$ cat src/rtl/vga_plot_engine.sv
// rtl/vga_plot_engine.sv - command FIFO plus pixel/rectangle rasteriser driving the VGA plot bus
// One pixel per unstalled cycle; off-screen pixels are clipped but still take a raster slot.
module vga_plot_engine #(
  parameter int H_RES      = 320,
  parameter int V_RES      = 240,
  parameter int X_BITS     = 9,
  parameter int Y_BITS     = 8,
  parameter int COLOR_BITS = 24,
  parameter int DEPTH      = 8
) (
  input  logic                  i_clk,
  input  logic                  i_reset,
  input  logic                  i_cmd_valid,
  output logic                  o_cmd_ready,
  input  logic                  i_cmd_rect,
  input  logic [X_BITS-1:0]     i_cmd_x,
  input  logic [Y_BITS-1:0]     i_cmd_y,
  input  logic [X_BITS-1:0]     i_cmd_w,
  input  logic [Y_BITS-1:0]     i_cmd_h,
  input  logic [COLOR_BITS-1:0] i_cmd_color,
  input  logic                  i_vga_stall,
  output logic [X_BITS-1:0]     o_vga_x,
  output logic [Y_BITS-1:0]     o_vga_y,
  output logic [COLOR_BITS-1:0] o_vga_color,
  output logic                  o_vga_plot,
  output logic                  o_busy
);
  localparam int PTR_BITS = $clog2(DEPTH);
  localparam int CMD_BITS = 1 + 2 * X_BITS + 2 * Y_BITS + COLOR_BITS;
  localparam int XW       = X_BITS + 1;
  localparam int YW       = Y_BITS + 1;
  localparam logic [XW-1:0] H_LIM = XW'(H_RES);
  localparam logic [YW-1:0] V_LIM = YW'(V_RES);

  typedef enum logic {S_IDLE, S_RUN} state_t;

  logic [CMD_BITS-1:0]   r_mem [DEPTH];
  logic [PTR_BITS-1:0]   r_wr_ptr;
  logic [PTR_BITS-1:0]   r_rd_ptr;
  logic [PTR_BITS:0]     r_count;
  state_t                r_state;
  state_t                w_state_next;
  logic [XW-1:0]         r_x0;
  logic [XW-1:0]         r_cur_x;
  logic [XW-1:0]         r_x_end;
  logic [YW-1:0]         r_cur_y;
  logic [YW-1:0]         r_y_end;
  logic [COLOR_BITS-1:0] r_color;
  logic [X_BITS-1:0]     r_vga_x;
  logic [Y_BITS-1:0]     r_vga_y;
  logic [COLOR_BITS-1:0] r_vga_color;
  logic                  r_vga_plot;

  logic                  w_full;
  logic                  w_empty;
  logic                  w_push;
  logic                  w_pop;
  logic                  w_emit;
  logic                  w_last;
  logic                  w_h_rect;
  logic [X_BITS-1:0]     w_h_x;
  logic [Y_BITS-1:0]     w_h_y;
  logic [X_BITS-1:0]     w_h_w;
  logic [Y_BITS-1:0]     w_h_h;
  logic [COLOR_BITS-1:0] w_h_color;
  logic                  w_h_zero;

  assign w_full      = (r_count == (PTR_BITS + 1)'(DEPTH));
  assign w_empty     = (r_count == '0);
  assign w_push      = i_cmd_valid && !w_full;
  assign o_cmd_ready = !w_full;

  assign {w_h_rect, w_h_x, w_h_y, w_h_w, w_h_h, w_h_color} = r_mem[r_rd_ptr];
  assign w_h_zero = w_h_rect && ((w_h_w == '0) || (w_h_h == '0));
  assign w_last   = (r_cur_x == r_x_end) && (r_cur_y == r_y_end);

  always_ff @(posedge i_clk) begin
    if (w_push) begin
      r_mem[r_wr_ptr] <= {i_cmd_rect, i_cmd_x, i_cmd_y, i_cmd_w, i_cmd_h, i_cmd_color};
    end
  end

  always_ff @(posedge i_clk) begin
    if (i_reset) begin
      r_wr_ptr <= '0;
      r_rd_ptr <= '0;
      r_count  <= '0;
    end else begin
      if (w_push) r_wr_ptr <= r_wr_ptr + 1'b1;
      if (w_pop)  r_rd_ptr <= r_rd_ptr + 1'b1;
      case ({w_push, w_pop})
        2'b10:   r_count <= r_count + 1'b1;
        2'b01:   r_count <= r_count - 1'b1;
        default: r_count <= r_count;
      endcase
    end
  end

  always_ff @(posedge i_clk) begin
    if (i_reset) r_state <= S_IDLE;
    else         r_state <= w_state_next;
  end

  // A popped zero-area rectangle is simply discarded, leaving the FSM idle.
  always_comb begin
    w_state_next = r_state;
    if (!i_vga_stall) begin
      case (r_state)
        S_IDLE:  if (!w_empty && !w_h_zero) w_state_next = S_RUN;
        S_RUN:   if (w_last) w_state_next = (!w_empty && !w_h_zero) ? S_RUN : S_IDLE;
        default: w_state_next = S_IDLE;
      endcase
    end
  end

  always_comb begin
    w_pop  = 1'b0;
    w_emit = 1'b0;
    if (!i_vga_stall) begin
      case (r_state)
        S_IDLE:  w_pop = !w_empty;
        S_RUN: begin
          w_emit = 1'b1;
          w_pop  = w_last && !w_empty;
        end
        default: w_pop = 1'b0;
      endcase
    end
  end

  // Counters are one bit wider than the coordinates so raster ends never wrap.
  always_ff @(posedge i_clk) begin
    if (i_reset) begin
      r_x0        <= '0;
      r_cur_x     <= '0;
      r_x_end     <= '0;
      r_cur_y     <= '0;
      r_y_end     <= '0;
      r_color     <= '0;
      r_vga_x     <= '0;
      r_vga_y     <= '0;
      r_vga_color <= '0;
      r_vga_plot  <= 1'b0;
    end else if (!i_vga_stall) begin
      if (w_emit) begin
        r_vga_x     <= r_cur_x[X_BITS-1:0];
        r_vga_y     <= r_cur_y[Y_BITS-1:0];
        r_vga_color <= r_color;
        r_vga_plot  <= (r_cur_x < H_LIM) && (r_cur_y < V_LIM);
      end else begin
        r_vga_plot  <= 1'b0;
      end
      if (w_pop) begin
        r_x0    <= {1'b0, w_h_x};
        r_cur_x <= {1'b0, w_h_x};
        r_cur_y <= {1'b0, w_h_y};
        r_color <= w_h_color;
        r_x_end <= w_h_rect ? ({1'b0, w_h_x} + {1'b0, w_h_w} - XW'(1)) : {1'b0, w_h_x};
        r_y_end <= w_h_rect ? ({1'b0, w_h_y} + {1'b0, w_h_h} - YW'(1)) : {1'b0, w_h_y};
      end else if (w_emit) begin
        if (r_cur_x == r_x_end) begin
          r_cur_x <= r_x0;
          r_cur_y <= r_cur_y + 1'b1;
        end else begin
          r_cur_x <= r_cur_x + 1'b1;
        end
      end
    end
  end

  assign o_vga_x     = r_vga_x;
  assign o_vga_y     = r_vga_y;
  assign o_vga_color = r_vga_color;
  assign o_vga_plot  = r_vga_plot;
  assign o_busy      = !w_empty || (r_state != S_IDLE) || r_vga_plot;

endmodule

$ cat config.mk
export PLATFORM = sky130hd
export DESIGN_NAME = vga_plot_engine
export DESIGN_NICKNAME = d
export VERILOG_FILES = /design/src/rtl/vga_plot_engine.sv
export SDC_FILE = /design/constraint.sdc
export NUM_CORES = 1
export LEC_CHECK = 0
export BUFFER_PORTS_ARGS = -buffer_cell sky130_fd_sc_hd__buf_4
export CAP_MARGIN = 5
export CELL_PAD_IN_SITES_DETAIL_PLACEMENT = 0
export CELL_PAD_IN_SITES_GLOBAL_PLACEMENT = 2
export CORE_ASPECT_RATIO = 1.25
export CORE_UTILIZATION = 47
export CTS_BUF_LIST = sky130_fd_sc_hd__clkbuf_2 sky130_fd_sc_hd__clkbuf_4 sky130_fd_sc_hd__clkbuf_8
export CTS_CLUSTER_SIZE = 20
export DETAILED_ROUTE_END_ITERATION = 8
export GPL_TIMING_DRIVEN = 0
export PLACE_DENSITY = 0.92
export SYNTH_ARGS = -nofsm -noshare
export SYNTH_HDL_FRONTEND = slang
export SYNTH_SLANG_ARGS = --single-unit
export TNS_END_PERCENT = 20
$ cat constraint.sdc
create_clock -name i_clk -period 7.9 [get_ports i_clk]
set_input_delay 0 -clock i_clk [delete_from_list [all_inputs] [get_ports i_clk]]
set_output_delay 0 -clock i_clk [all_outputs]
set_load 0.01 [all_outputs]
==> impl_metrics.json, run 1 <==
{
  "outcome": "completed",
  "hold_start": "i_reset",
  "fin_setup_tns_ns": 0,
  "route.vias.total": 14200,
  "die_h_um": 256,
  "cts_tree": "done",
  "r2r-end": "r_y_end[7]",
  "cp-end-kind": "flip-flop",
  "drtAntennaViolNets": 0,
  "grt_pass1_vias": 14700,
  "maxCapViolCount": 0,
  "crit_fanout": 10,
  "synthFlopType": "edfxtp_1",
  "yosysUniqueCellTypes": 51,
  "timing.reg2reg.worst_path_depth": 17,
  "clock_latency_ns": 0.69,
  "min_to": "r_x0[0]",
  "core_area_sq_mm": 0.0506,
  "cpPeakStageDelay_ns": 0.65,
  "clock.fmax_mhz": 209,
  "synth-async-reset-ratio_pct": 0,
  "viasPerCell": 5.53,
  "yosys.area.top_type": "edfxtp_1",
  "grt_use_met1_pct": 29.3,
  "min_path_cells": 3,
  "cp.required_ns": 8.49,
  "dr.pass1.iters": 5,
  "grt.total_usage_pct": 22.6,
  "dpl_worst_slack_ns": 3.12,
  "hold_class": "in -> reg",
  "drt_wl_total_um": 57300,
  "cts_resized": 0,
  "num_rows": 92,
  "post-route-min-period_ns": 4.79,
  "crit_family": "buffers and inverters",
  "fin_ws_ns": 3.11,
  "powerDensity_mw_per_mm2": 312,
  "slowest_stage": "buf_1",
  "synth.area.top_cells": "edfxtp_1 59%, mux4_2 11%, dfxtp_1 11%",
  "fin_crit_sh_pct": 60.7,
  "setup_viol": 0,
  "layout-drive-gt1-share_pct": 24.2,
  "drtIter0Drc": 1200,
  "die_x_um": 205,
  "path_buf_inv": 6,
  "clk_path_buf_depth": 3,
  "numPortBuffers": 105,
  "avgSynthCellArea_sq_um": 15.8,
  "worst_ep_arrival_time_ns": 5.38,
  "met3_usage_pct": 4.15,
  "wl_per_cell_um": 22.3,
  "boundaryPins": 107,
  "ys_seq_area_share_pct": 69.2,
  "synthesis.nets": 1637,
  "slew_viol_final": 0,
  "top_usage_layer": "met2",
  "initial_core_util_pct": 47.7,
  "slew_headroom_pct": 35.0,
  "fin_area_sq_mm": 0.0288,
  "grt_overflow": 0,
  "cts_max_level": 3,
  "synth_seq_cells": 599,
  "place.gp.congestion": 0.859,
  "start_kind": "flip-flop",
  "numCtsBuffers": 90,
  "ir_drop_mv": 0.148,
  "antenna_found_initial": 4,
  "synth_top_area_share_pct": 58.7,
  "netlist_area_sq_mm": 0.0242,
  "dieArea_sq_mm": 0.0523,
  "clkSinkCount": 599,
  "hold_viol_final": 0,
  "dp_hpwl_um": 40700,
  "tightest_slew_ns": 0.975,
  "crit_type": "reg -> reg",
  "p_leak_nw": 9.69,
  "whs_ns": 0.0564,
  "postCtsSetupBuffers": 0,
  "fillers": 3933,
  "path_clk_slew_ns": 0.07,
  "path_cells": "buf_2 -> clkbuf_1 -> buf_2 -> buf_1 -> mux2i_1 -> ha_1 -> inv_1 -> ha_1 -> inv_1 -> fa_1 -> nor2b_1 -> o21ai_0 -> nand2b_1 -> a21o_1 -> a21oi_1 -> xor2_1 -> o41ai_1",
  "synth_edf_count": 472,
  "cts_hold_buf": 61,
  "rsz0062_at_grt": "false",
  "grt_max_degree": 26,
  "r2r_setup_slack_ns": 3.11,
  "grt_pass1_wl_um": 87600,
  "root_buffer": "clkbuf_8",
  "yosysWarnings": 0,
  "remaining_drc_errors": 0,
  "area.growth.synth_to_final_pct": 19.1,
  "gr-usage-met2_pct": 37.8,
  "nNetsFinal": 1940,
  "synth_cells": 1534,
  "placed_area_sq_mm": 0.0264,
  "fin_skew_ns": 0.0349
}
## layout make-up
class | instances | area, sq um | share of cell area (%)
buffer | 91 | 417 | 1.45
multi-input combinational | 805 | 6930 | 24.1
clock buffer | 123 | 1510 | 5.25
timing repair buffer | 211 | 1950 | 6.77
clock inverter | 41 | 265 | 0.922
antenna | 3 | 7.51 | 0.0261
sequential | 599 | 16700 | 58.1
inverter | 39 | 146 | 0.509
tap | 658 | 823 | 2.86
## synth_stat cells, types with 18 or more instances
| library cell | n |
|---|---|
| edfxtp_1 | 472 |
| nand2_1 | 129 |
| dfxtp_1 | 127 |
| mux4_2 | 117 |
| nor2_1 | 116 |
| a21oi_1 | 87 |
| mux2i_1 | 64 |
| clkbuf_1 | 46 |
| a211oi_1 | 44 |
| ha_1 | 38 |
| inv_1 | 38 |
| nor3_1 | 35 |
| buf_2 | 27 |
| xnor2_1 | 27 |
| o21ai_0 | 22 |
| xor2_1 | 21 |
| nand3_1 | 18 |
## worst min-delay path, stage by stage
cell and delay, ns:
clkbuf_1 0.22, inv_1 0.30, o211a_1 0.18
## power breakdown
group          internal, W  switching (W)  leakage, nW
clock              0.00132        0.00118        0.945
combinational      0.00107        0.00152         3.42
sequential         0.00372       0.000166         5.32
total              0.00610        0.00286         9.69
## registers in the layout, indices dropped and copies added, names as in the netlist, named ones only
signal and flops:
o_vga_y 8, r_cur_y 9, r_color 24, r_wr_ptr 3
o_vga_x 9, o_vga_plot 1, r_state 1, r_y_end 9
r_x_end 10, r_mem 472, r_cur_x 10, o_vga_color 24
r_rd_ptr 3, r_x0 9, r_count 4
## placed cells by master (no fill, tap or decap), drive strengths merged, types with 5 or more instances in the layout
cell type    Yosys  final
nor4            11     11
edfxtp         472    472
inv             39     43
nor3            35     35
nor2           116    116
clkinv           0     33
nand4            5      5
dfxtp          127    127
and3             5      5
xnor2           27     27
xor2            21     21
a21o             5      5
nand2          129    129
buf             45    195
o21ai           22     22
mux4           117    117
o211ai           6      6
a21oi           87     87
a31oi            5      5
ha              38     38
dlygate4sd3      0     61
mux2i           64     64
clkbuf          46    169
nand2b           9      9
nand3           18     18
a211oi          44     44
## stage by stage
step / total power [W] / cells / utilization (%)
floorplan: 0.00571 / 1534 / -
global placement: 0.00645 / 2297 / 50.9
detailed placement: 0.00650 / 2342 / 52.1
CTS: 0.00903 / 2567 / 56.8
global route: 0.00946 / 2570 / 56.8
finish: 0.00897 / 2570 / 56.8
## worst max path at each step
stage	depth (start not counted)	slack, ns	end	from
5_1_grt	16	2.78	r_x_end[9]	flip-flop
2_1_floorplan	7	0.60	r_mem[0][0]	r_count[1]
3_3_place_gp	7	-5.32	r_mem[0][13]	r_count[1]
6_report	17	3.11	r_y_end[7]	flip-flop
3_5_place_dp	16	3.12	r_x_end[9]	flip-flop
4_1_cts	16	3.09	r_x_end[9]	flip-flop
## routing by layer
metal / part of all wire, % / vias to the layer above
met1: 41 / 7150
met4: 2.2 / 2
met3: 6.1 / 87
met5: 0.023 / -
met2: 51 / 468
li1: - / 6507
## cell families after synthesis
kind of cell	count (synthesis)	synth area share, %
buffers and inverters	130	2.33
AOI/OAI and AO/OA	190	4.84
and+or+nand+nor	345	6.18
DFF	599	69.2
muxes	182	13.6
adders and majority gates	40	2.13
xor gates and xnor gates	48	1.74
Note: power is estimated with default switching activity, not from simulation.
==> run 2, diff against run 1 <==
==> constraint.sdc (replaced) <==
create_clock -name i_clk -period 5 [get_ports i_clk]
set_input_delay 0 -clock i_clk [delete_from_list [all_inputs] [get_ports i_clk]]
set_output_delay 0 -clock i_clk [all_outputs]
set_load 0.01 [all_outputs]
==> impl_metrics.json, run 2 (synthesis results as in run 1) <==
{
  "outcome": "completed",
  "nNetsFinal": 1935,
  "clock.fmax_mhz": 214,
  "slew_headroom_pct": 29.6,
  "rsz0062_at_grt": "false",
  "tightest_slew_ns": 1.06,
  "dieArea_sq_mm": 0.0523,
  "clkSinkCount": 599,
  "drtIter0Drc": 967,
  "start_kind": "flip-flop",
  "regMostFlops": "r_mem",
  "numPortBuffers": 105,
  "setup_viol": 0,
  "worst_ep_arrival_time_ns": 5.21,
  "initial_core_util_pct": 47.7,
  "crit_type": "reg -> reg",
  "pwr-share-seq_pct": 43.1,
  "hold_class": "in -> reg",
  "fillers": 3913,
  "cts_tree": "done",
  "powerDensity_mw_per_mm2": 495,
  "final_cell_mix": "472 x edfxtp_1, 129 x nand2_1, 127 x dfxtp_1",
  "dp.cells": 2338,
  "grt_max_degree": 26,
  "die_x_um": 205,
  "internal-power_w": 0.00974,
  "root_buffer": "clkbuf_8",
  "clk_path_buf_depth": 3,
  "wl_per_cell_um": 22.5,
  "layout-drive-gt1-share_pct": 23.8,
  "grt.total_usage_pct": 22.8,
  "maxCapViolCount": 0,
  "crit_fanout": 10,
  "numCtsBuffers": 89,
  "postCtsSetupBuffers": 0,
  "cp-end-kind": "flip-flop",
  "grt_pass1_vias": 14600,
  "route.vias.total": 14300,
  "final_common_cell": "edfxtp_1",
  "multi_input_area_sq_mm": 0.00695,
  "post-route-min-period_ns": 4.66,
  "grt_pass1_wl_um": 88600,
  "antenna_found_initial": 2,
  "dp_hpwl_um": 40800,
  "p_comb_share_pct": 28.9,
  "num_rows": 92,
  "fin_setup_tns_ns": 0,
  "drtAntennaViolNets": 0,
  "p_leak_nw": 9.69,
  "boundaryPins": 107,
  "drt_wl_total_um": 57800,
  "place.gp.congestion": 0.870,
  "swShare_pct": 31.7,
  "instances_no_fill": 2564,
  "remaining_drc_errors": 0,
  "hold_viol_final": 0,
  "clock_latency_ns": 0.68,
  "largest_reg_flops": 472,
  "clock_power_share_pct": 28.0,
  "grt_overflow": 0,
  "viasPerCell": 5.56,
  "dr.pass1.iters": 5,
  "ir_drop_mv": 0.263,
  "die_h_um": 256,
  "fin_crit_sh_pct": 93.2,
  "slew_viol_final": 0,
  "cts_max_level": 3,
  "core_area_sq_mm": 0.0506,
  "seqCellArea_sq_mm": 0.0167,
  "path_clk_slew_ns": 0.06,
  "fin_skew_ns": 0.0345,
  "cp.required_ns": 5.55,
  "p_sw_w": 0.00453,
  "area.growth.synth_to_final_pct": 19.2
}
-- run 2: cell count changes in the layout (fill, tap and decap cells not counted), sizes merged --
cell           delta
buf               -9
clkinv            +6
clkbuf            -4
bufinv            +3
diode             -2
inv               -2
clkdlybuf4s15     +1
clkinvlp          +1
-- run 2: power groups by stage --
stage | Sequential [W] | Clock, W | Combinational [W]
2_1_floorplan | 0.00619 | 0 | 0.00283
3_3_place_gp | 0.00627 | 0 | 0.00393
3_5_place_dp | 0.00625 | 0 | 0.00408
4_1_cts | 0.00614 | 0.00409 | 0.00414
5_1_grt | 0.00620 | 0.00429 | 0.00454
6_report | 0.00614 | 0.00400 | 0.00412
-- run 2: worst max-delay path: stages, from the launching register on --
cell and delay (ns):
dfxtp_1 0.30, buf_2 0.28, buf_2 0.37, buf_1 0.53, mux4_2 0.39, mux2i_1 0.57
ha_1 0.24, inv_1 0.04, ha_1 0.22, fa_1 0.41, a21o_1 0.19, a221o_1 0.32
nor4_1 0.20, nor3_1 0.11, xor2_1 0.16, a22oi_1 0.15, nor2_1 0.05
-- run 2: per-layer routing --
layer  GRT usage [%]  routed length [um]  up-vias  part of all wire (%)
met5               0                  10        -                 0.017
met4            8.25                1580        2                   2.7
met3            4.14                3470       95                   6.0
met2            38.2               29200      497                    50
met1            29.7               23600     7161                    41
li1                -                   -     6508                     -
-- run 2: path summary, 6_finish.rpt --
check / startpoint / end / slack [ns] / cells after the start
worst max-delay path: flip-flop / r_x_end[9] / 0.34 / 16
worst min register to register: r_color[3] / o_vga_color[3] / 0.44 / 2
worst min-delay path: i_reset / r_x0[0] / 0.06 / 3
worst max register to register: flip-flop / r_x_end[9] / 0.34 / 16
-- run 2: final cells by class --
class | instances | area share, %
Sequential cell | 599 | 58.0
Clock buffer | 115 | 5.04
Multi-Input combinational cell | 805 | 24.1
Inverter | 39 | 0.508
Buffer | 91 | 1.49
Timing Repair Buffer | 207 | 6.73
Clock inverter | 49 | 1.23
Tap cell | 658 | 2.86
Antenna cell | 1 | 0.00869
-- run 2: stage by stage --
step | instance area (sq um) | setup WS, ns | hold WS [ns] | utilization, % | power, W
6_report | 28800 | 0.338 | 0.0579 | 56.9 | 0.0143
3_5_place_dp | 26400 | 0.226 | 0.236 | 52.1 | 0.0103
4_1_cts | 28800 | 0.212 | 0.0186 | 56.8 | 0.0144
3_3_place_gp | 25800 | -5.05 | 0.228 | 50.9 | 0.0102
5_1_grt | 28800 | 0.00291 | 0.0871 | 56.9 | 0.0150
2_1_floorplan | 24200 | -0.722 | 0.0989 | - | 0.00902
-- run 2: repair_timing --
| action | in CTS | in global routing |
|---|---|---|
| resized for setup | 0 | 7 |
| endpoints found under the setup margin | 0 | 2 |
| hold buffers | 61 | 0 |
| hold endpoints to repair | 478 | 0 |
==> run 3, diff against run 2 <==
--- a/config.mk
+++ b/config.mk
@@ -10,6 +10,7 @@
 export CELL_PAD_IN_SITES_DETAIL_PLACEMENT = 0
 export CELL_PAD_IN_SITES_GLOBAL_PLACEMENT = 2
 export CORE_ASPECT_RATIO = 1.25
+export CORE_MARGIN = 1.5
 export CORE_UTILIZATION = 47
 export CTS_BUF_LIST = sky130_fd_sc_hd__clkbuf_2 sky130_fd_sc_hd__clkbuf_4 sky130_fd_sc_hd__clkbuf_8
 export CTS_CLUSTER_SIZE = 20
==> impl_metrics.json, run 3 (synthesis results as in run 1) <==
{
  "outcome": "completed",
  "drtIter0Drc": 920,
  "clock.fmax_mhz": 211,
  "fin_skew_ns": 0.0402,
  "boundaryPins": 107,
  "grt_overflow": 0,
  "remaining_drc_errors": 0,
  "start_kind": "flip-flop",
  "fin_crit_sh_pct": 94.6,
  "slew_headroom_pct": 28.7,
  "worst_ep_arrival_time_ns": 5.28,
  "slew_viol_final": 0,
  "grt_max_degree": 23,
  "nNetsFinal": 1931,
  "wl_per_cell_um": 22.5,
  "layout-drive-gt1-share_pct": 24.0,
  "numCtsBuffers": 89,
  "p_leak_nw": 9.66,
  "drtAntennaViolNets": 0,
  "post-route-min-period_ns": 4.73,
  "drt_wl_total_um": 57500,
  "place.gp.congestion": 0.876,
  "dieArea_sq_mm": 0.0528,
  "fillers": 3879,
  "path_cells": "buf_2 -> buf_2 -> buf_1 -> mux4_2 -> mux2i_1 -> ha_1 -> inv_1 -> ha_1 -> fa_1 -> a21o_1 -> a221o_1 -> nor4_1 -> nor3_1 -> xor2_1 -> a22oi_1 -> nor2_1",
  "cpPeakStageDelay_ns": 0.61,
  "clock_latency_ns": 0.68,
  "largest_reg_flops": 472,
  "initial_core_util_pct": 47.7,
  "ir_drop_mv": 0.227,
  "crit_family": "buffers and inverters",
  "powerDensity_mw_per_mm2": 492,
  "hold_viol_final": 0,
  "cp-end-kind": "flip-flop",
  "maxCapViolCount": 0,
  "p_comb_share_pct": 29.0,
  "path_buf_inv": 4,
  "cp.required_ns": 5.54,
  "worst-path-stages": 16,
  "slowest_stage": "mux2i_1",
  "grt.total_usage_pct": 22.3,
  "path_clk_slew_ns": 0.06,
  "internal-power_w": 0.00965,
  "numPortBuffers": 105,
  "crit_fanout": 10,
  "regMostFlops": "r_mem",
  "p_sw_w": 0.00447,
  "clk_path_buf_depth": 3,
  "tightest_slew_ns": 1.07,
  "fin_area_sq_mm": 0.0287,
  "antenna_found_initial": 3,
  "area.growth.synth_to_final_pct": 18.9,
  "grt_pass1_vias": 14500,
  "fin_util_pct": 56.7,
  "final_common_cell": "edfxtp_1",
  "dr.pass1.iters": 7,
  "clock_power_share_pct": 27.6,
  "timing.reg2reg.worst_path_depth": 16,
  "viasPerCell": 5.55,
  "num_rows": 92,
  "root_buffer": "clkbuf_8",
  "dp_hpwl_um": 41100,
  "setup_viol": 0,
  "min_path_cells": 3,
  "hold_class": "in -> reg",
  "cts_tree": "done",
  "grt_pass1_wl_um": 87500,
  "swShare_pct": 31.7,
  "route.vias.total": 14200,
  "placed_area_sq_mm": 0.0264,
  "die_h_um": 257,
  "clkSinkCount": 599,
  "postCtsSetupBuffers": 0,
  "core_area_sq_mm": 0.0506,
  "final_cell_mix": "472 x edfxtp_1, 129 x nand2_1, 127 x dfxtp_1",
  "die_x_um": 206,
  "cts_max_level": 3,
  "crit_type": "reg -> reg",
  "pwr-share-seq_pct": 43.5
}
[run 3: changes by cell type in the layout (fill, tap and decap cells not counted), sizes merged]
cell,before,now
clkinvlp,3,2
buf,186,183
bufinv,5,2
clkbuf,165,173
clkinv,39,27
[run 3: routing by layer]
layer  track usage (%)  share of wire (%)  up-vias
met4              7.11                2.1        4
met5                 0              0.040        -
li1                  -                  -     6479
met3              4.33                6.1       97
met1              28.7                 41     7100
met2              38.1                 51      490
[run 3: timing repair]
| action | CTS | global route |
|---|---|---|
| hold endpoints to repair | 478 | 0 |
| setup endpoints to repair | 0 | 2 |
| hold buffers | 61 | 0 |
| resized for setup | 0 | 5 |
[run 3: area by class of cell]
class / count / area, sq um / area share [%]
flip-flops and latches: 599 / 16700 / 58.2
multi-input cells: 805 / 6940 / 24.2
plain buffers: 89 / 420 / 1.46
diodes: 1 / 2.50 / 0.00871
repair buffers: 205 / 1930 / 6.73
well taps: 658 / 823 / 2.87
clock inverters: 33 / 208 / 0.723
clock buffers: 124 / 1540 / 5.35
inverters: 39 / 146 / 0.510
[run 3: final timing paths]
kind               from             end  slack, ns
min reg2reg  r_color[5]  o_vga_color[5]       0.43
min             i_reset         r_x0[1]       0.08
max reg2reg   flip-flop      r_x_end[9]       0.27
max           flip-flop      r_x_end[9]       0.27
[run 3: power groups by stage]
stage	Sequential [W]	Combinational (W)	Clock, W
global placement	0.00627	0.00392	0
CTS	0.00614	0.00411	0.00397
global route	0.00619	0.00450	0.00418
floorplan	0.00619	0.00283	0
finish	0.00614	0.00409	0.00389
detailed placement	0.00625	0.00405	0
[run 3: through the flow]
step	hold slack (ns)	total power, W	TNS (ns)	setup WS, ns	cells
3_3_place_gp	0.227	0.0102	-1601.30	-5.05	2297
6_report	0.0794	0.0141	0	0.269	2553
5_1_grt	0.0911	0.0149	-0.00936	-0.00936	2553
3_5_place_dp	0.234	0.0103	0	0.139	2336
4_1_cts	0.0355	0.0142	0	0.122	2554
2_1_floorplan	0.0989	0.00902	-165.22	-0.722	1534
[run 3: worst register-to-register path: cells and delay by family, from the launching register on]
kind | cells | cell delay [ns]
buffers and inverters | 4 | 1.25
adder cells (fa/ha/maj) | 3 | 0.87
AO/OA/AOI/OAI | 3 | 0.66
XOR/XNOR | 1 | 0.15
multiplexers | 2 | 1.02
AND/OR/NAND/NOR | 3 | 0.36
flip-flops | 1 | 0.31
